**src/rtl/sgd_mem_rd_splitter_pkg.sv**
```systemverilog
// ---------------------------------------------------------------------------
// sgd_rd_pkg
// Shared definitions for the training-data read path front end.
//   - Tag constants that identify which operand (A or B) a read belongs to.
//   - Field widths of the mem-cmd channel and of the tag.
//   - Splitter state encoding.
//   - burstChunk(): size of the next command so that it never crosses a
//     burst-aligned boundary.
// ---------------------------------------------------------------------------
package sgd_rd_pkg;

    localparam int TAG_W  = 8;
    localparam int ADDR_W = 64;
    localparam int LEN_W  = 32;

    localparam logic [TAG_W-1:0] MEM_RD_A_TAG = 8'h0a;
    localparam logic [TAG_W-1:0] MEM_RD_B_TAG = 8'h0b;

    typedef enum logic {
        IDLE  = 1'b0,
        ISSUE = 1'b1
    } splitState_e;

    // The distance to the next boundary can be the full burst size (up to
    // 2^32), which does not fit in LEN_W bits, so the comparison is done in
    // 33 bits. The result is never larger than 'remaining', so it always fits
    // back into LEN_W bits.
    function automatic logic [LEN_W-1:0] burstChunk(
        input logic [32:0]      addrLow,
        input logic [LEN_W-1:0] remaining,
        input logic [32:0]      maxBurst
    );
        logic [32:0] toBoundary;
        logic [32:0] remWide;
        toBoundary = maxBurst - (addrLow & (maxBurst - 33'd1));
        remWide    = {1'b0, remaining};
        return (remWide < toBoundary) ? remaining : toBoundary[LEN_W-1:0];
    endfunction

endpackage

```
**src/rtl/sgd_mem_rd_splitter_if.sv**
```systemverilog
// ---------------------------------------------------------------------------
// sgd_mem_rd_splitter_if
// Bundles the three channels of the read splitter:
//   req_*    : one large read request (address, byte length, tag)
//   m_cmd_*  : aligned memory read commands
//   s_data_* : 512-bit data returned by memory
//   m_data_* : the same data forwarded downstream with its owning tag
// Modports:
//   slave  : the splitter's view (it serves read requests)
//   master : the surrounding environment's view
// ---------------------------------------------------------------------------
interface sgd_mem_rd_splitter_if #(
    parameter int DATA_WIDTH = 512
);
    import sgd_rd_pkg::*;

    logic                    req_valid;
    logic                    req_ready;
    logic [ADDR_W-1:0]       req_addr;
    logic [LEN_W-1:0]        req_length;
    logic [TAG_W-1:0]        req_tag;

    logic                    m_cmd_valid;
    logic                    m_cmd_ready;
    logic [ADDR_W-1:0]       m_cmd_address;
    logic [LEN_W-1:0]        m_cmd_length;

    logic                    s_data_valid;
    logic                    s_data_ready;
    logic [DATA_WIDTH-1:0]   s_data_data;
    logic [DATA_WIDTH/8-1:0] s_data_keep;
    logic                    s_data_last;

    logic                    m_data_valid;
    logic                    m_data_ready;
    logic [DATA_WIDTH-1:0]   m_data_data;
    logic [DATA_WIDTH/8-1:0] m_data_keep;
    logic                    m_data_last;
    logic [TAG_W-1:0]        m_data_tag;

    modport slave (
        input  req_valid, req_addr, req_length, req_tag,
        output req_ready,
        output m_cmd_valid, m_cmd_address, m_cmd_length,
        input  m_cmd_ready,
        input  s_data_valid, s_data_data, s_data_keep, s_data_last,
        output s_data_ready,
        output m_data_valid, m_data_data, m_data_keep, m_data_last, m_data_tag,
        input  m_data_ready
    );

    modport master (
        output req_valid, req_addr, req_length, req_tag,
        input  req_ready,
        input  m_cmd_valid, m_cmd_address, m_cmd_length,
        output m_cmd_ready,
        output s_data_valid, s_data_data, s_data_keep, s_data_last,
        input  s_data_ready,
        input  m_data_valid, m_data_data, m_data_keep, m_data_last, m_data_tag,
        output m_data_ready
    );

endinterface

```
**src/rtl/sgd_mem_rd_splitter_tag_fifo.sv**
```systemverilog
// ---------------------------------------------------------------------------
// sgd_tag_fifo
// Small synchronous first-word-fall-through FIFO holding the tag of every
// command that has been issued but whose data has not finished returning.
// Ports:
//   clk, rst_n    : clock, asynchronous active-low reset
//   push_i        : write pushData_i (ignored when full)
//   pushData_i    : tag to store
//   pop_i         : drop the head entry (ignored when empty)
//   head_o        : current head entry, valid whenever empty_o is low
//   full_o/empty_o: occupancy flags
//   count_o       : number of stored entries (0..DEPTH)
// ---------------------------------------------------------------------------
module sgd_tag_fifo #(
    parameter int DEPTH = 16,
    parameter int WIDTH = 8
) (
    input  logic                     clk,
    input  logic                     rst_n,
    input  logic                     push_i,
    input  logic [WIDTH-1:0]         pushData_i,
    input  logic                     pop_i,
    output logic [WIDTH-1:0]         head_o,
    output logic                     full_o,
    output logic                     empty_o,
    output logic [$clog2(DEPTH):0]   count_o
);

    localparam int PTR_W = $clog2(DEPTH);
    localparam int CNT_W = PTR_W + 1;

    logic [WIDTH-1:0] mem_q [DEPTH];
    logic [PTR_W-1:0] wrPtr_q, wrPtr_d;
    logic [PTR_W-1:0] rdPtr_q, rdPtr_d;
    logic [CNT_W-1:0] count_q, count_d;
    logic             doPush;
    logic             doPop;

    assign full_o  = (count_q == CNT_W'(DEPTH));
    assign empty_o = (count_q == '0);
    assign count_o = count_q;
    assign head_o  = mem_q[rdPtr_q];

    assign doPush = push_i && !full_o;
    assign doPop  = pop_i && !empty_o;

    // Pointers wrap naturally because DEPTH is a power of two; the count
    // carries the extra bit that tells full apart from empty.
    always_comb begin
        wrPtr_d = wrPtr_q;
        rdPtr_d = rdPtr_q;
        count_d = count_q;
        if (doPush) begin
            wrPtr_d = wrPtr_q + PTR_W'(1);
        end
        if (doPop) begin
            rdPtr_d = rdPtr_q + PTR_W'(1);
        end
        case ({doPush, doPop})
            2'b10:   count_d = count_q + CNT_W'(1);
            2'b01:   count_d = count_q - CNT_W'(1);
            default: count_d = count_q;
        endcase
    end

    // Occupancy bookkeeping is reset so that in-flight tags are forgotten.
    always_ff @(posedge clk or negedge rst_n) begin
        if (!rst_n) begin
            wrPtr_q <= '0;
            rdPtr_q <= '0;
            count_q <= '0;
        end else begin
            wrPtr_q <= wrPtr_d;
            rdPtr_q <= rdPtr_d;
            count_q <= count_d;
        end
    end

    // Storage needs no reset: an entry is only read after it has been written.
    always_ff @(posedge clk) begin
        if (doPush) begin
            mem_q[wrPtr_q] <= pushData_i;
        end
    end

endmodule

```
**src/rtl/sgd_mem_rd_splitter.sv**
```systemverilog
// ---------------------------------------------------------------------------
// sgd_mem_rd_splitter
// Front end of the training-data read path. A single large read request is
// cut into memory read commands that never cross a MAX_BURST-aligned
// boundary. Returned data is passed straight through, labelled with the tag
// of the command that owns it. At most MAX_OUTSTANDING commands may have data
// still pending.
// Ports:
//   clk, rst_n  : clock, asynchronous active-low reset
//   bus         : request, mem-cmd, memory data and downstream data channels
//   outstanding : number of commands issued whose last beat has not returned
//   busy        : a request is being split or data is still expected
// ---------------------------------------------------------------------------
module sgd_mem_rd_splitter
    import sgd_rd_pkg::*;
#(
    parameter int MAX_BURST       = 4096,
    parameter int MAX_OUTSTANDING = 16,
    parameter int DATA_WIDTH      = 512
) (
    input  logic                               clk,
    input  logic                               rst_n,
    sgd_mem_rd_splitter_if.slave               bus,
    output logic [$clog2(MAX_OUTSTANDING):0]   outstanding,
    output logic                               busy
);

    localparam logic [32:0] BURST_33 = 33'(MAX_BURST);

    splitState_e       state_q, state_d;
    logic [ADDR_W-1:0] curAddr_q, curAddr_d;
    logic [LEN_W-1:0]  remaining_q, remaining_d;
    logic [TAG_W-1:0]  curTag_q, curTag_d;
    logic [LEN_W-1:0]  cmdLen_q, cmdLen_d;

    logic              reqFire;
    logic              cmdFire;
    logic              lastFire;
    logic              fifoFull;
    logic              fifoEmpty;
    logic [TAG_W-1:0]  fifoHead;

    logic [DATA_WIDTH-1:0]   beatData;
    logic [DATA_WIDTH/8-1:0] beatKeep;

    assign reqFire  = bus.req_valid && (state_q == IDLE);
    assign cmdFire  = bus.m_cmd_valid && bus.m_cmd_ready;
    assign lastFire = bus.s_data_valid && bus.s_data_ready && bus.s_data_last;

    // Command channel. Address and length come straight from registers and
    // only change on a handshake, so they are stable while valid is high.
    // Valid can only drop through a handshake because the credit count never
    // rises without one.
    assign bus.req_ready     = (state_q == IDLE);
    assign bus.m_cmd_valid   = (state_q == ISSUE) && !fifoFull;
    assign bus.m_cmd_address = curAddr_q;
    assign bus.m_cmd_length  = cmdLen_q;

    // Data channel is a zero-latency pass-through. A beat is only let through
    // when a tag is waiting for it; otherwise it is held back in memory.
    assign beatData          = bus.s_data_data;
    assign beatKeep          = bus.s_data_keep;
    assign bus.m_data_valid  = bus.s_data_valid && !fifoEmpty;
    assign bus.s_data_ready  = bus.m_data_ready && !fifoEmpty;
    assign bus.m_data_data   = beatData;
    assign bus.m_data_keep   = beatKeep;
    assign bus.m_data_last   = bus.s_data_last;
    assign bus.m_data_tag    = fifoHead;

    assign busy = (state_q == ISSUE) || (outstanding != '0);

    // Next-state logic for the splitter. In IDLE a request loads the working
    // registers; a zero-length request is simply consumed. In ISSUE every
    // command handshake advances the address, shrinks the remaining length,
    // and returns to IDLE once the final piece has gone out. The address
    // wraps modulo 2^64 on purpose. The length of the next command is
    // precomputed from the updated values so the output is purely registered.
    always_comb begin
        state_d     = state_q;
        curAddr_d   = curAddr_q;
        remaining_d = remaining_q;
        curTag_d    = curTag_q;
        case (state_q)
            IDLE: begin
                if (reqFire) begin
                    curAddr_d   = bus.req_addr;
                    remaining_d = bus.req_length;
                    curTag_d    = bus.req_tag;
                    if (bus.req_length != '0) begin
                        state_d = ISSUE;
                    end
                end
            end
            ISSUE: begin
                if (cmdFire) begin
                    curAddr_d   = curAddr_q + ADDR_W'(cmdLen_q);
                    remaining_d = remaining_q - cmdLen_q;
                    if (remaining_q == cmdLen_q) begin
                        state_d = IDLE;
                    end
                end
            end
            default: begin
                state_d = IDLE;
            end
        endcase
        cmdLen_d = burstChunk(curAddr_d[32:0], remaining_d, BURST_33);
    end

    // Working registers of the splitter; reset abandons any request in flight.
    always_ff @(posedge clk or negedge rst_n) begin
        if (!rst_n) begin
            state_q     <= IDLE;
            curAddr_q   <= '0;
            remaining_q <= '0;
            curTag_q    <= '0;
            cmdLen_q    <= '0;
        end else begin
            state_q     <= state_d;
            curAddr_q   <= curAddr_d;
            remaining_q <= remaining_d;
            curTag_q    <= curTag_d;
            cmdLen_q    <= cmdLen_d;
        end
    end

    // One tag entry per issued command; the entry leaves when that command's
    // last data beat is handed downstream. Its occupancy is the credit count.
    sgd_tag_fifo #(
        .DEPTH (MAX_OUTSTANDING),
        .WIDTH (TAG_W)
    ) u_tagFifo (
        .clk        (clk),
        .rst_n      (rst_n),
        .push_i     (cmdFire),
        .pushData_i (curTag_q),
        .pop_i      (lastFire),
        .head_o     (fifoHead),
        .full_o     (fifoFull),
        .empty_o    (fifoEmpty),
        .count_o    (outstanding)
    );

endmodule

```
**src/flat_wrapper.sv**
```systemverilog
// flat-port wrapper written by rule: the top's interface ports become plain ports
module sgd_mem_rd_splitter_flat import sgd_rd_pkg::*;
#(
    parameter int MAX_BURST       = 4096,
    parameter int MAX_OUTSTANDING = 16,
    parameter int DATA_WIDTH      = 512
)
  (clk, rst_n, outstanding, busy, bus_req_valid, bus_req_addr, bus_req_length, bus_req_tag, bus_req_ready, bus_m_cmd_valid, bus_m_cmd_address, bus_m_cmd_length, bus_m_cmd_ready, bus_s_data_valid, bus_s_data_data, bus_s_data_keep, bus_s_data_last, bus_s_data_ready, bus_m_data_valid, bus_m_data_data, bus_m_data_keep, bus_m_data_last, bus_m_data_tag, bus_m_data_ready);
  sgd_mem_rd_splitter_if #(.DATA_WIDTH(DATA_WIDTH)) bus_i ();
  input  logic clk;
  input  logic rst_n;
  output logic [$clog2(MAX_OUTSTANDING):0] outstanding;
  output logic busy;
  input wire logic [$bits(bus_i.req_valid)-1:0] bus_req_valid;
  input wire logic [$bits(bus_i.req_addr)-1:0] bus_req_addr;
  input wire logic [$bits(bus_i.req_length)-1:0] bus_req_length;
  input wire logic [$bits(bus_i.req_tag)-1:0] bus_req_tag;
  output wire logic [$bits(bus_i.req_ready)-1:0] bus_req_ready;
  output wire logic [$bits(bus_i.m_cmd_valid)-1:0] bus_m_cmd_valid;
  output wire logic [$bits(bus_i.m_cmd_address)-1:0] bus_m_cmd_address;
  output wire logic [$bits(bus_i.m_cmd_length)-1:0] bus_m_cmd_length;
  input wire logic [$bits(bus_i.m_cmd_ready)-1:0] bus_m_cmd_ready;
  input wire logic [$bits(bus_i.s_data_valid)-1:0] bus_s_data_valid;
  input wire logic [$bits(bus_i.s_data_data)-1:0] bus_s_data_data;
  input wire logic [$bits(bus_i.s_data_keep)-1:0] bus_s_data_keep;
  input wire logic [$bits(bus_i.s_data_last)-1:0] bus_s_data_last;
  output wire logic [$bits(bus_i.s_data_ready)-1:0] bus_s_data_ready;
  output wire logic [$bits(bus_i.m_data_valid)-1:0] bus_m_data_valid;
  output wire logic [$bits(bus_i.m_data_data)-1:0] bus_m_data_data;
  output wire logic [$bits(bus_i.m_data_keep)-1:0] bus_m_data_keep;
  output wire logic [$bits(bus_i.m_data_last)-1:0] bus_m_data_last;
  output wire logic [$bits(bus_i.m_data_tag)-1:0] bus_m_data_tag;
  input wire logic [$bits(bus_i.m_data_ready)-1:0] bus_m_data_ready;
  assign bus_i.req_valid = bus_req_valid;
  assign bus_i.req_addr = bus_req_addr;
  assign bus_i.req_length = bus_req_length;
  assign bus_i.req_tag = bus_req_tag;
  assign bus_req_ready = bus_i.req_ready;
  assign bus_m_cmd_valid = bus_i.m_cmd_valid;
  assign bus_m_cmd_address = bus_i.m_cmd_address;
  assign bus_m_cmd_length = bus_i.m_cmd_length;
  assign bus_i.m_cmd_ready = bus_m_cmd_ready;
  assign bus_i.s_data_valid = bus_s_data_valid;
  assign bus_i.s_data_data = bus_s_data_data;
  assign bus_i.s_data_keep = bus_s_data_keep;
  assign bus_i.s_data_last = bus_s_data_last;
  assign bus_s_data_ready = bus_i.s_data_ready;
  assign bus_m_data_valid = bus_i.m_data_valid;
  assign bus_m_data_data = bus_i.m_data_data;
  assign bus_m_data_keep = bus_i.m_data_keep;
  assign bus_m_data_last = bus_i.m_data_last;
  assign bus_m_data_tag = bus_i.m_data_tag;
  assign bus_i.m_data_ready = bus_m_data_ready;
  sgd_mem_rd_splitter #(.MAX_BURST(MAX_BURST), .MAX_OUTSTANDING(MAX_OUTSTANDING), .DATA_WIDTH(DATA_WIDTH)) u_core (.clk(clk), .rst_n(rst_n), .bus(bus_i), .outstanding(outstanding), .busy(busy));
endmodule
```
**config.mk**
```make
export PLATFORM = sky130hd
export DESIGN_NAME = sgd_mem_rd_splitter_flat
export DESIGN_NICKNAME = d
export VERILOG_FILES = /design/src/rtl/sgd_mem_rd_splitter_pkg.sv /design/src/rtl/sgd_mem_rd_splitter_if.sv /design/src/rtl/sgd_mem_rd_splitter_tag_fifo.sv /design/src/rtl/sgd_mem_rd_splitter.sv /design/src/flat_wrapper.sv
export SDC_FILE = /design/constraint.sdc
export NUM_CORES = 1
export LEC_CHECK = 0
export CORE_AREA = 2 2 543 545
export CTS_CLUSTER_SIZE = 14
export DETAILED_ROUTE_END_ITERATION = 8
export DIE_AREA = 0 0 545 547
export PLACE_DENSITY = 0.34
export SYNTH_ARGS = -nofsm -noshare
export SYNTH_HDL_FRONTEND = slang
export SYNTH_SLANG_ARGS = --single-unit
```
**constraint.sdc**
```tcl
create_clock -name clk -period 7.1 [get_ports clk]
set_clock_uncertainty 0.15 [all_clocks]
set_input_delay 1.065 -clock clk [delete_from_list [all_inputs] [get_ports clk]]
set_output_delay 1.065 -clock clk [all_outputs]
set_load 0.03 [all_outputs]
```
Word-level counts from Yosys, hierarchy flattened --
Memories as Yosys holds them, arrays and structs flattened. Cells that the tools add are included.
Cells by class: mux-type cells 15, magnitude comparators 1, equal/unequal tests 6, reduce and logical (&&, ||, !) cells 18, bitwise logic cells 1, $add $sub $neg 7
Operator list (number):
- 64-bit 2-to-1 mux | 2
- 64-bit one-hot mux with 2 select lines | 1
- 32-bit 2-to-1 mux | 3
- 64-bit by 32-bit adder with 64-bit output | 1
- 32-bit one-hot mux with 2 select lines | 1
- 32-bit by 33-bit less-than comparator with 1-bit output | 1
- 32-bit == test | 1
- 32-bit nonzero test | 1
- 32-bit subtractor | 1
- 13-bit by 12-bit subtractor with 14-bit output (first input constant) | 1
- 5-bit one-hot mux with 2 select lines | 1
- 1-bit logical AND | 9
- 4-bit by 1-bit adder with 4-bit output (second input constant) | 2
- 1-bit 2-to-1 mux | 6
- 5-bit by 1-bit adder with 5-bit output (second input constant) | 1
- 5-bit == test (second input constant) | 1
- 5-bit zero test | 1
- 5-bit nonzero test | 1
- 5-bit by 1-bit subtractor with 5-bit output (second input constant) | 1
- 2-bit AND reduction | 2
- 2-bit by 1-bit == test with 1-bit output (second input constant) | 1
- 2-bit == test (second input constant) | 1
- 1-bit zero test | 2
- 2-bit by 1-bit inequality test with 1-bit output (second input constant) | 1
- 5 further kinds | 5
Word-level totals: input port bits 687, output and inout port bits 691, bits in writable memories 128, flip-flop bits (word level) 150, memories 1, word-level logic and storage cells 58
Memory list:
- u_core.u_tagFifo.mem_q | depth 16, width 8, rd ports 1, clocked after Yosys merged registers in 0, wr ports 1, line sgd_mem_rd_splitter_tag_fifo.sv:32 | logic [WIDTH-1:0] mem_q [DEPTH];

Depth between registers and ports, before layout --
Gate-level depths: netlist (run 1).
depth after elaboration 9, depth in mapped cells 26, mapped depth without buffers 25

Cells and area by module --
Synthesis (run 1) repeated with hierarchy kept, for this count alone.
Second synthesis, totals: cell total of the unflattened synthesis 2181, area, all modules 20672.3 sq um
Modules (own cells, without submodules):
- sgd_mem_rd_splitter | cells each 1849, sequential area each 3428.3 sq um, area an instance 14893.0 sq um, times used 1
- sgd_tag_fifo | cells each 332, sequential area each 4169.0 sq um, area an instance 5779.3 sq um, times used 1

Worst setup path after synthesis (run 1) --
OpenSTA, ideal clock, no wires.
path kind input -> register, start input port bus_req_valid, end register u_core.cmdLen_q[8], in the netlist u_core.bus.m_cmd_length[8], data required time 6.825 ns, setup time 0.125 ns, cell stages on the path 23, arrival 6.050 ns, buffers on the path 6, slack 0.775 ns, cell sequence clkbuf_1 clkbuf_1 buf_1 clkbuf_1 clkbuf_1 mux2i_1 nand2_1 o31a_1 o21ai_0 inv_1 ha_1 a21oi_1 o21ai_0 a221oi_1 o211ai_1 a31o_2 nor3_1 o2111ai_1 nor3_1 nand4b_1 or3_1 buf_6 mux2_4
On the way: elaborated cells between the ends (all ways) 8, those cells by class add/sub (1); order compare (1); mux (5); reduce/logical (1)
RTL lines:
- from (decl) | line flat_wrapper.sv:14 | input wire logic [$bits(bus_i.req_valid)-1:0] bus_req_valid;
- 1-bit logical AND | line sgd_mem_rd_splitter.sv:46 | assign reqFire = bus.req_valid && (state_q == IDLE);
- 32-bit 2-to-1 mux | line sgd_mem_rd_splitter.sv:85 | if (reqFire) begin
- 32-bit one-hot mux with 2 select lines | line sgd_mem_rd_splitter.sv:83 | case (state_q)
- named net u_core.remaining_d[4] | line sgd_mem_rd_splitter.sv:32 | logic [LEN_W-1:0] remaining_q, remaining_d;
- 32-bit by 33-bit less-than comparator with 1-bit output | line sgd_mem_rd_splitter_pkg.sv:37 | return (remWide < toBoundary) ? remaining : toBoundary[LEN_W-1:0];
- 32-bit 2-to-1 mux | line sgd_mem_rd_splitter_pkg.sv:37
- named net u_core.cmdLen_d[8] | line sgd_mem_rd_splitter.sv:34 | logic [LEN_W-1:0] cmdLen_q, cmdLen_d;
- to (signal assigned) | line sgd_mem_rd_splitter.sv:123 | cmdLen_q <= cmdLen_d;
- to (decl) | line sgd_mem_rd_splitter.sv:34
The timed path passes the listed nets, and every way through them passes these cells. The select of a mux whose other input is x is not followed. A chain may end at the register's enable or synchronous reset.

Final worst setup path (run 1) --
start input port bus_m_cmd_ready, end register u_core.cmdLen_q[1], in the netlist u_core.bus.m_cmd_length[1]
On the way: longest elaborated chain between the ends 6, elaborated cells between the ends (all ways) 8, those cells by class add/sub (1); order compare (1); mux (5); reduce/logical (1)
RTL lines:
- from (decl) | line flat_wrapper.sv:22 | input wire logic [$bits(bus_i.m_cmd_ready)-1:0] bus_m_cmd_ready;
- 1-bit logical AND * | line sgd_mem_rd_splitter.sv:47 | assign cmdFire = bus.m_cmd_valid && bus.m_cmd_ready;
- 64-bit 2-to-1 mux | line sgd_mem_rd_splitter.sv:95 | if (cmdFire) begin
- 64-bit one-hot mux with 2 select lines | line sgd_mem_rd_splitter.sv:83
- 13-bit by 12-bit subtractor with 14-bit output | line sgd_mem_rd_splitter_pkg.sv:35 | toBoundary = maxBurst - (addrLow & (maxBurst - 33'd1));
- 32-bit by 33-bit less-than comparator with 1-bit output | line sgd_mem_rd_splitter_pkg.sv:37
- 32-bit 2-to-1 mux * | line sgd_mem_rd_splitter_pkg.sv:37
- named net u_core.cmdLen_d[1] | line sgd_mem_rd_splitter.sv:34
Mark *: on every way through the listed nets, which the timed path passes. The rest lies on a longest branch. The select of a mux whose other input is x is not followed.

==> results of run 1 <==
[cell families (layout without fill, tap and decap cells)]
| kind of cell | count (synthesis) | in the layout | share of synthesized area [%] |
|---|---|---|---|
| flops | 278 | 278 | 36.9 |
| simple gates | 452 | 452 | 10.6 |
| compound gates | 407 | 407 | 13.5 |
| xor+xnor | 71 | 71 | 3.02 |
| buf+inv | 727 | 401 | 24.0 |
| other cells | 1 | 29 | 0.0182 |
| mux | 82 | 82 | 6.49 |
| fa+ha+maj | 88 | 88 | 5.46 |
[metal layers]
layer | track usage, % | vias up | routed length, um
li1 | - | 6263 | -
met1 | 9.38 | 7142 | 49900
met2 | 12.8 | 1066 | 57700
met3 | 7.86 | 323 | 25800
met4 | 3.25 | 44 | 5410
met5 | 3.94 | - | 1680
[sequential cells by signal, indices dropped and copies added (netlist names)]
register	flops
u_core.curTag_q	8
u_core.state_q	1
u_core.u_tagFifo.mem_q	128
u_core.u_tagFifo.count_o	5
u_core.u_tagFifo.rdPtr_q	4
u_core.u_tagFifo.wrPtr_q	4
u_core.bus.m_cmd_address	64
u_core.bus.m_cmd_length	32
u_core.remaining_q	32
[cell usage after synthesis, types with 18 or more instances]
master and n:
sky130_fd_sc_hd__o211ai_1 27, sky130_fd_sc_hd__xor2_1 29, sky130_fd_sc_hd__xnor2_1 42, sky130_fd_sc_hd__nand3_1 59, sky130_fd_sc_hd__nor2_1 81, sky130_fd_sc_hd__a22oi_1 23, sky130_fd_sc_hd__nor4_1 18, sky130_fd_sc_hd__mux2i_1 33
sky130_fd_sc_hd__edfxtp_1 128, sky130_fd_sc_hd__clkbuf_1 57, sky130_fd_sc_hd__dfrtp_1 150, sky130_fd_sc_hd__and3_1 23, sky130_fd_sc_hd__a21o_1 34, sky130_fd_sc_hd__inv_1 71, sky130_fd_sc_hd__mux4_2 40, sky130_fd_sc_hd__nor3_1 22
sky130_fd_sc_hd__nand2_1 154, sky130_fd_sc_hd__ha_1 85, sky130_fd_sc_hd__nand4_1 22, sky130_fd_sc_hd__a21oi_1 89, sky130_fd_sc_hd__buf_4 577, sky130_fd_sc_hd__o21ai_0 82
[power by group through the flow]
stage | clock network, mW | logic (mW) | registers, mW
final | 2.03 | 5.94 | 2.65
after global routing | 2.18 | 6.52 | 2.73
after CTS | 2.14 | 6.06 | 2.68
after detailed placement | 0 | 6.03 | 2.71
after global placement | 0 | 6.06 | 2.70
after floorplan | 0 | 4.12 | 2.71
[cell type report]
type | instances | area [um^2] | area share, %
clock buffers | 44 | 1000 | 4.06
diodes | 10 | 25.0 | 0.101
repair buffers | 260 | 2540 | 10.2
well taps | 3919 | 4900 | 19.8
multi-input cells | 1119 | 8160 | 33.0
inverters | 71 | 267 | 1.08
clock inverters | 26 | 273 | 1.10
flip-flops and latches | 278 | 7600 | 30.7
[stage by stage]
stage,setup TNS [ps],setup slack [ps]
floorplan,0,775
global placement,0,34.5
detailed placement,-1010,-169
CTS,0,405
global route,0,36.5
finish,0,343
[worst max-delay path: stages]
cell and delay, ps:
sky130_fd_sc_hd__clkdlybuf4s50_1 550, sky130_fd_sc_hd__nand2_1 110, sky130_fd_sc_hd__a21oi_4 240, sky130_fd_sc_hd__nor2_4 60
sky130_fd_sc_hd__a221oi_1 470, sky130_fd_sc_hd__ha_1 280, sky130_fd_sc_hd__nand2_1 100, sky130_fd_sc_hd__or4_1 530
sky130_fd_sc_hd__or2_2 370, sky130_fd_sc_hd__xnor2_1 230, sky130_fd_sc_hd__ha_1 300, sky130_fd_sc_hd__a21o_1 170
sky130_fd_sc_hd__a21o_1 170, sky130_fd_sc_hd__a21oi_1 190, sky130_fd_sc_hd__o211ai_1 120, sky130_fd_sc_hd__a31o_2 250
sky130_fd_sc_hd__nor3_1 160, sky130_fd_sc_hd__o2111ai_1 150, sky130_fd_sc_hd__nor3_1 240, sky130_fd_sc_hd__nand4b_1 390
sky130_fd_sc_hd__nor3_2 560, sky130_fd_sc_hd__mux2_2 400
[worst min path at each step]
| stage | cells past startpoint | endpoint |
|---|---|---|
| after CTS | 1 | u_core.bus.m_cmd_length[31]$_DFF_PN0_ |
| after floorplan | 2 | u_core.remaining_q[21]$_DFF_PN0_ |
| after detailed placement | 1 | u_core.bus.m_cmd_address[62]$_DFFE_PN0P_ |
| after global routing | 1 | u_core.bus.m_cmd_length[19]$_DFF_PN0_ |
| final | 1 | u_core.bus.m_cmd_length[19]$_DFF_PN0_ |
| after global placement | 1 | u_core.bus.m_cmd_address[62]$_DFFE_PN0P_ |
==> summary.txt, run 1 <==
Run status
  • Result of the run: finished clean

Power
  • Combinational share of power: 55.9%
  • Power density cells: 429 nW/um^2
  • Maximum VDD drop: 0.000179 V
  • Internal power: 5.58 mW
  • Clock network fraction of design power: 19.1%
  • Net switching share of the total power: 47.5%
  • Leakage power figure: 8.19 nW
  • Reg power frac: 25.0%
  • Total chip power: 10.6 mW
  • Switching pwr: 5.04 mW

Worst setup path
  • Reg2Reg Setup Slack: 350 ps
  • Startpoint of the most critical register-to-register path: u_core.u_tagFifo.count_o[1]$_DFFE_PN0P_
  • Depth of the worst register-to-register path: 22
  • Capture point of the worst reg-to-reg path: u_core.bus.m_cmd_length[1]$_DFF_PN0_
  • Launching element type of the critical path: input pin
  • Endpoint of the most critical setup path: u_core.bus.m_cmd_length[1]$_DFF_PN0_
  • Highest net fanout along the worst path: 7
  • Category of the most critical setup path: input pin to register
  • Required time of the critical path: 7450 ps
  • Kind of end point of the critical path: register
  • Arr. time, crit path: 7100 ps
  • CP startpoint: bus_m_cmd_ready

Final layout
  • Number of fillers in the final layout: 33900
  • Layout cell share with drive strength beyond 1: 10.5%
  • Share of the core filled with cells: 8.47%
  • Total Nets Final: 2544
  • Commonest cells after routing, fill and taps aside: sky130_fd_sc_hd__clkdlybuf4s50_1, sky130_fd_sc_hd__nand2_1, sky130_fd_sc_hd__dfrtp_1
  • Signed area change from the synthesized netlist to the final layout: 20.4%
  • Commonest non-fill, non-tap cell in the layout: sky130_fd_sc_hd__clkdlybuf4s50_1
  • Final standard cell area without fillers: 24800 um^2
  • Fin cells: 5727

Logic synthesis
  • Total of flip-flops plus latches after synthesis: 278
  • EDFF count, synth: 128
  • Post-Synthesis Cell Area: 20600 um^2
  • Part of the Yosys area used for sequential elements: 36.9%
  • Top area cells in the synthesized netlist: sky130_fd_sc_hd__buf_4, sky130_fd_sc_hd__edfxtp_1, sky130_fd_sc_hd__dfrtp_1
  • Warnings, synthesis: 0
  • Cell accounting for the most synthesized area: sky130_fd_sc_hd__buf_4
  • Post-synthesis instance total: 2106
  • Share of synthesized flip-flops with an asynchronous set or reset: 54.0%
  • Commonest register cell after synthesis: sky130_fd_sc_hd__dfrtp_1
  • Share of Yosys cell area claimed by the top area cell type: 21.1%
  • Library cells used by synthesis: 80
  • Syn_area_per_cell: 9.77 um^2

Timing
  • Min Tclk post-route: 6760 ps
  • RSZ-0062 raised after global routing: no
  • Final period util: 95.2%
  • Relative slew margins: 25.7%
  • Slew Limit Fails: 0
  • Final-report setup violation count: 0
  • Slew @ Worst Pin: 1110 ps
  • Max Clk Rate: 148 MHz
  • Worst hold-check slack: 306 ps
  • Final Hold Fails: 0

Placement
  • HPWL after detailed placement: 116 mm
  • Routability congestion estimate: 0.759
  • Instance area after placement: 23500 um^2
  • Placed Instances: 5647
  • Buffers added on ports: 225

Detailed routing
  • Number of nets with antenna violations after detailed routing: 0
  • Routed len/inst: 24.5 um
  • Routed vias: 14800
  • Number of detailed-route iterations in the first pass: 5
  • DR DRC count: 0
  • Drt initial violations: 797
  • Final wirelength: 141 mm
  • Via density: 2.59

Floorplanning
  • Area of the core: 293000 um^2
  • Number of standard-cell rows in the floorplan: 199
  • Initial core utilization: 7.03%
  • Top-level port count: 1378
  • Die boundary width: 545 um
  • Total Die Area: 298000 um^2
  • Die Y-Extent: 547 um

Clock network
  • # resized after CTS: 0
  • Clock Pin Slew Worst Setup and Hold Paths: 60 ps
  • CTS Hold Bufs: 0
  • Post-CTS Repair Setup Buffers: 0
  • Number of levels the H-tree was split into: 2
  • Master cell of the clock root buffer: sky130_fd_sc_hd__clkbuf_16
  • Clock latency on the worst-skew pair: 620 ps
  • Number of buffers inserted during clock tree synthesis: 39
  • Number of clock sinks seen by CTS: 278
  • Clock tree from TritonCTS: built
  • CTS max path bufs: 3

Global route
  • Number of global-route vias before repair: 15100
  • Pin count of the biggest net entering global routing: 93
  • Gr ovfl total: 0
  • Initial antenna violation count: 19
  • Global-route wire length before repair: 175 mm
  • Total Routing Usage GR: 9.08%

Job
  • Reported max-cap violation count: 0

Hold path
  • Min-Delay Path Class: input pin to asynchronous set/reset pin
(Power assumes the default switching activity.)
==> run 2, diff against run 1 <==
CELL_PAD_IN_SITES_DETAIL_PLACEMENT = 0   (was default)
CELL_PAD_IN_SITES_GLOBAL_PLACEMENT = 2   (was default)
CORE_AREA = 2 2 534 536   (was 2 2 543 545)
DIE_AREA = 0 0 536 538   (was 0 0 545 547)
PLACE_DENSITY = 0.46   (was 0.34)
==> run 2 against run 1 <==
  * Clock power increased by 13%
  * Worst setup slack better by 420 ps
  * Non-clock buffer count up 7
  * Register-to-register slack improved by 420 ps
  * Utilization is 0.28 points higher
==> summary.txt, run 2 (same netlist as run 1, synthesis figures left out) <==
Run status
  • Result of the run: finished clean

Clock network
  • Master cell of the clock root buffer: sky130_fd_sc_hd__clkbuf_16
  • CTS Hold Bufs: 0 (unchanged)
  • Number of clock sinks seen by CTS: 278 (unchanged)
  • Clock tree from TritonCTS: built
  • Clock Pin Slew Worst Setup and Hold Paths: 50 ps (about the same)
  • # resized after CTS: 0 (unchanged)
  • Number of levels the H-tree was split into: 2 (unchanged)
  • Clock latency on the worst-skew pair: 620 ps (about the same)
  • Number of buffers inserted during clock tree synthesis: 43 (+10%)
  • Post-CTS Repair Setup Buffers: 0 (unchanged)
  • CTS max path bufs: 3 (unchanged)

Final layout
  • Layout cell share with drive strength beyond 1: 10.7% (+0.15 points)
  • Total Nets Final: 2555 (+0.43%)
  • Commonest non-fill, non-tap cell in the layout: sky130_fd_sc_hd__clkdlybuf4s50_1
  • Max FFs per register: 128 (unchanged)
  • Fin cells: 5575 (-2.7%)
  • Signed area change from the synthesized netlist to the final layout: 20.4% (about the same)
  • Commonest cells after routing, fill and taps aside: sky130_fd_sc_hd__clkdlybuf4s50_1, sky130_fd_sc_hd__nand2_1, sky130_fd_sc_hd__dfrtp_1
  • Most flop-heavy register: u_core.u_tagFifo.mem_q

Worst setup path
  • Highest net fanout along the worst path: 5 (-2)
  • Arr. time, crit path: 6670 ps (-430 ps)
  • Required time of the critical path: 7430 ps (-20 ps)
  • Launching element type of the critical path: register
  • Category of the most critical setup path: register to register
  • Depth of the worst register-to-register path: 26 (+18%)
  • Reg2Reg Setup Slack: 770 ps (+420 ps)
  • Kind of end point of the critical path: register

Timing
  • Slew Limit Fails: 0 (unchanged)
  • Max Clk Rate: 158 MHz (+6.7%)
  • Relative slew margins: 26.4% (+0.65 points)
  • Final-report setup violation count: 0 (unchanged)
  • RSZ-0062 raised after global routing: no
  • Setup TNS Final: 0 ps (unchanged)
  • Final period util: 89.2% (-6.0 points)
  • Slew @ Worst Pin: 1100 ps (-7.73 ps)
  • Final Hold Fails: 0 (unchanged)
  • Min Tclk post-route: 6330 ps (-424 ps)

Detailed routing
  • DR DRC count: 0 (unchanged)
  • Routed len/inst: 24.9 um (+1.3%)
  • Routed vias: 14800 (-0.12%)
  • Drt initial violations: 785 (-1.5%)
  • Number of nets with antenna violations after detailed routing: 0 (unchanged)
  • Final wirelength: 139 mm (-1.4%)
  • Number of detailed-route iterations in the first pass: 4 (-1)
  • Via density: 2.66 (+2.6%)

Power
  • Internal power: 5.82 mW (+4.4%)
  • Power density cells: 439 nW/um^2 (+2.4%)
  • Clock network fraction of design power: 21.1% (+2.0 points)
  • Leakage power figure: 8.30 nW (+1.3%)
  • Net switching share of the total power: 46.5% (-0.99 points)
  • Switching pwr: 5.06 mW (+0.28%)
  • Combinational share of power: 54.9% (-1.0 points)
  • Maximum VDD drop: 0.000216 V (+20%)
  • Reg power frac: 24.0% (-1.0 points)

Floorplanning
  • Die Y-Extent: 538 um (-1.6%)
  • Area of the core: 283000 um^2 (-3.2%)
  • Die boundary width: 536 um (-1.7%)
  • Total Die Area: 288000 um^2 (-3.3%)
  • Top-level port count: 1378 (unchanged)
  • Initial core utilization: 7.26% (+0.23 points)
  • Number of standard-cell rows in the floorplan: 196 (-1.5%)

Placement
  • Buffers added on ports: 225 (unchanged)
  • HPWL after detailed placement: 114 mm (-2.2%)
  • Routability congestion estimate: 0.724 (-4.6%)
  • Placed Instances: 5497 (-2.7%)

Global route
  • Pin count of the biggest net entering global routing: 101 (+8.6%)
  • Global-route wire length before repair: 172 mm (-1.7%)
  • Initial antenna violation count: 27 (+8)
  • Number of global-route vias before repair: 15400 (+2.1%)
  • Gr ovfl total: 0 (unchanged)
  • Total Routing Usage GR: 9.13% (+0.050 points)

Job
  • Reported max-cap violation count: 0 (unchanged)

Hold path
  • Min-Delay Path Class: input pin to asynchronous set/reset pin
==> run 2: cell types whose count changed in the layout (fill, tap and decap cells not counted), moves of 2 or more <==
cell                        before  now
sky130_fd_sc_hd__clkinv_1        3    5
sky130_fd_sc_hd__clkbuf_16      39   43
sky130_fd_sc_hd__diode_2        10    2
sky130_fd_sc_hd__inv_6           3    1
sky130_fd_sc_hd__clkinv_2       10    4
sky130_fd_sc_hd__buf_4          33   41
sky130_fd_sc_hd__o21ai_1         1    3
sky130_fd_sc_hd__inv_16          0    2
sky130_fd_sc_hd__clkinv_8        2    0
sky130_fd_sc_hd__clkbuf_8        1    3
sky130_fd_sc_hd__bufinv_16       3    6
sky130_fd_sc_hd__clkbuf_1        4    8
==> run 2: worst paths after layout <==
| kind | start | endpoint |
|---|---|---|
| max in group asynchronous | rst_n | u_core.u_tagFifo.rdPtr_q[0]$_DFFE_PN0P_ |
| setup reg to reg | u_core.bus.m_cmd_length[0]$_DFF_PN0_ | u_core.bus.m_cmd_length[3]$_DFF_PN0_ |
| hold / removal | rst_n | u_core.bus.m_cmd_length[14]$_DFF_PN0_ |
| min in group clk | u_core.bus.m_cmd_address[24]$_DFFE_PN0P_ | u_core.bus.m_cmd_address[24]$_DFFE_PN0P_ |
| setup / recovery | u_core.bus.m_cmd_length[0]$_DFF_PN0_ | u_core.bus.m_cmd_length[3]$_DFF_PN0_ |
| hold reg to reg | u_core.bus.m_cmd_address[24]$_DFFE_PN0P_ | u_core.bus.m_cmd_address[24]$_DFFE_PN0P_ |
==> run 2: layout make-up <==
class | count | area (um^2)
tap | 3762 | 4710
antenna | 2 | 5.00
sequential | 278 | 7600
clock buffer | 54 | 1150
timing repair buffer | 267 | 2580
fill | 32800 | 258000
inverter | 71 | 267
clock inverter | 22 | 322
multi-input combinational | 1119 | 8150
==> run 2: through the flow <==
stage	setup WS, ps	instance area (um^2)	hold WS, ps	utilization [%]	total power, mW
after floorplan	775	20600	363	-	6.83
after global placement	87.4	23300	408	8.23	8.81
after detailed placement	109	23300	408	8.23	8.76
after CTS	736	24800	215	8.75	11.2
after global routing	288	24800	231	8.75	11.8
final	766	24800	210	8.75	10.9
==> run 2: critical path, cell delays in order (launching register included) <==
cell and delay, ps:
sky130_fd_sc_hd__dfrtp_1 410, sky130_fd_sc_hd__ha_1 190, sky130_fd_sc_hd__inv_1 50, sky130_fd_sc_hd__fa_1 400
sky130_fd_sc_hd__nor2b_1 240, sky130_fd_sc_hd__o2111ai_1 170, sky130_fd_sc_hd__a21boi_0 490, sky130_fd_sc_hd__o21a_1 180
sky130_fd_sc_hd__o21ai_0 70, sky130_fd_sc_hd__a31o_2 290, sky130_fd_sc_hd__nor3_1 210, sky130_fd_sc_hd__nand2_1 90
sky130_fd_sc_hd__or2_2 300, sky130_fd_sc_hd__xnor2_1 210, sky130_fd_sc_hd__ha_1 290, sky130_fd_sc_hd__a21o_1 160
sky130_fd_sc_hd__a21o_1 160, sky130_fd_sc_hd__a21oi_1 200, sky130_fd_sc_hd__o211ai_1 120, sky130_fd_sc_hd__a31o_2 240
sky130_fd_sc_hd__nor3_1 160, sky130_fd_sc_hd__o2111ai_1 130, sky130_fd_sc_hd__nor3_1 210, sky130_fd_sc_hd__nand4b_1 220
sky130_fd_sc_hd__or3_1 520, sky130_fd_sc_hd__buf_4 220, sky130_fd_sc_hd__mux2i_1 120
==> run 2: per-layer routing <==
layer	part of all wire (%)	global-route usage, %
met5	0.85	2.91
met2	42	13.4
met4	3.7	3.02
met3	18	7.72
met1	35	9.33
==> run 2: power by group through the flow <==
stage / clock, mW / sequential [mW] / combinational [mW]
after floorplan: 0 / 2.71 / 4.12
after global placement: 0 / 2.67 / 6.14
after detailed placement: 0 / 2.68 / 6.08
after CTS: 2.40 / 2.65 / 6.12
after global routing: 2.46 / 2.70 / 6.59
final: 2.29 / 2.62 / 5.97
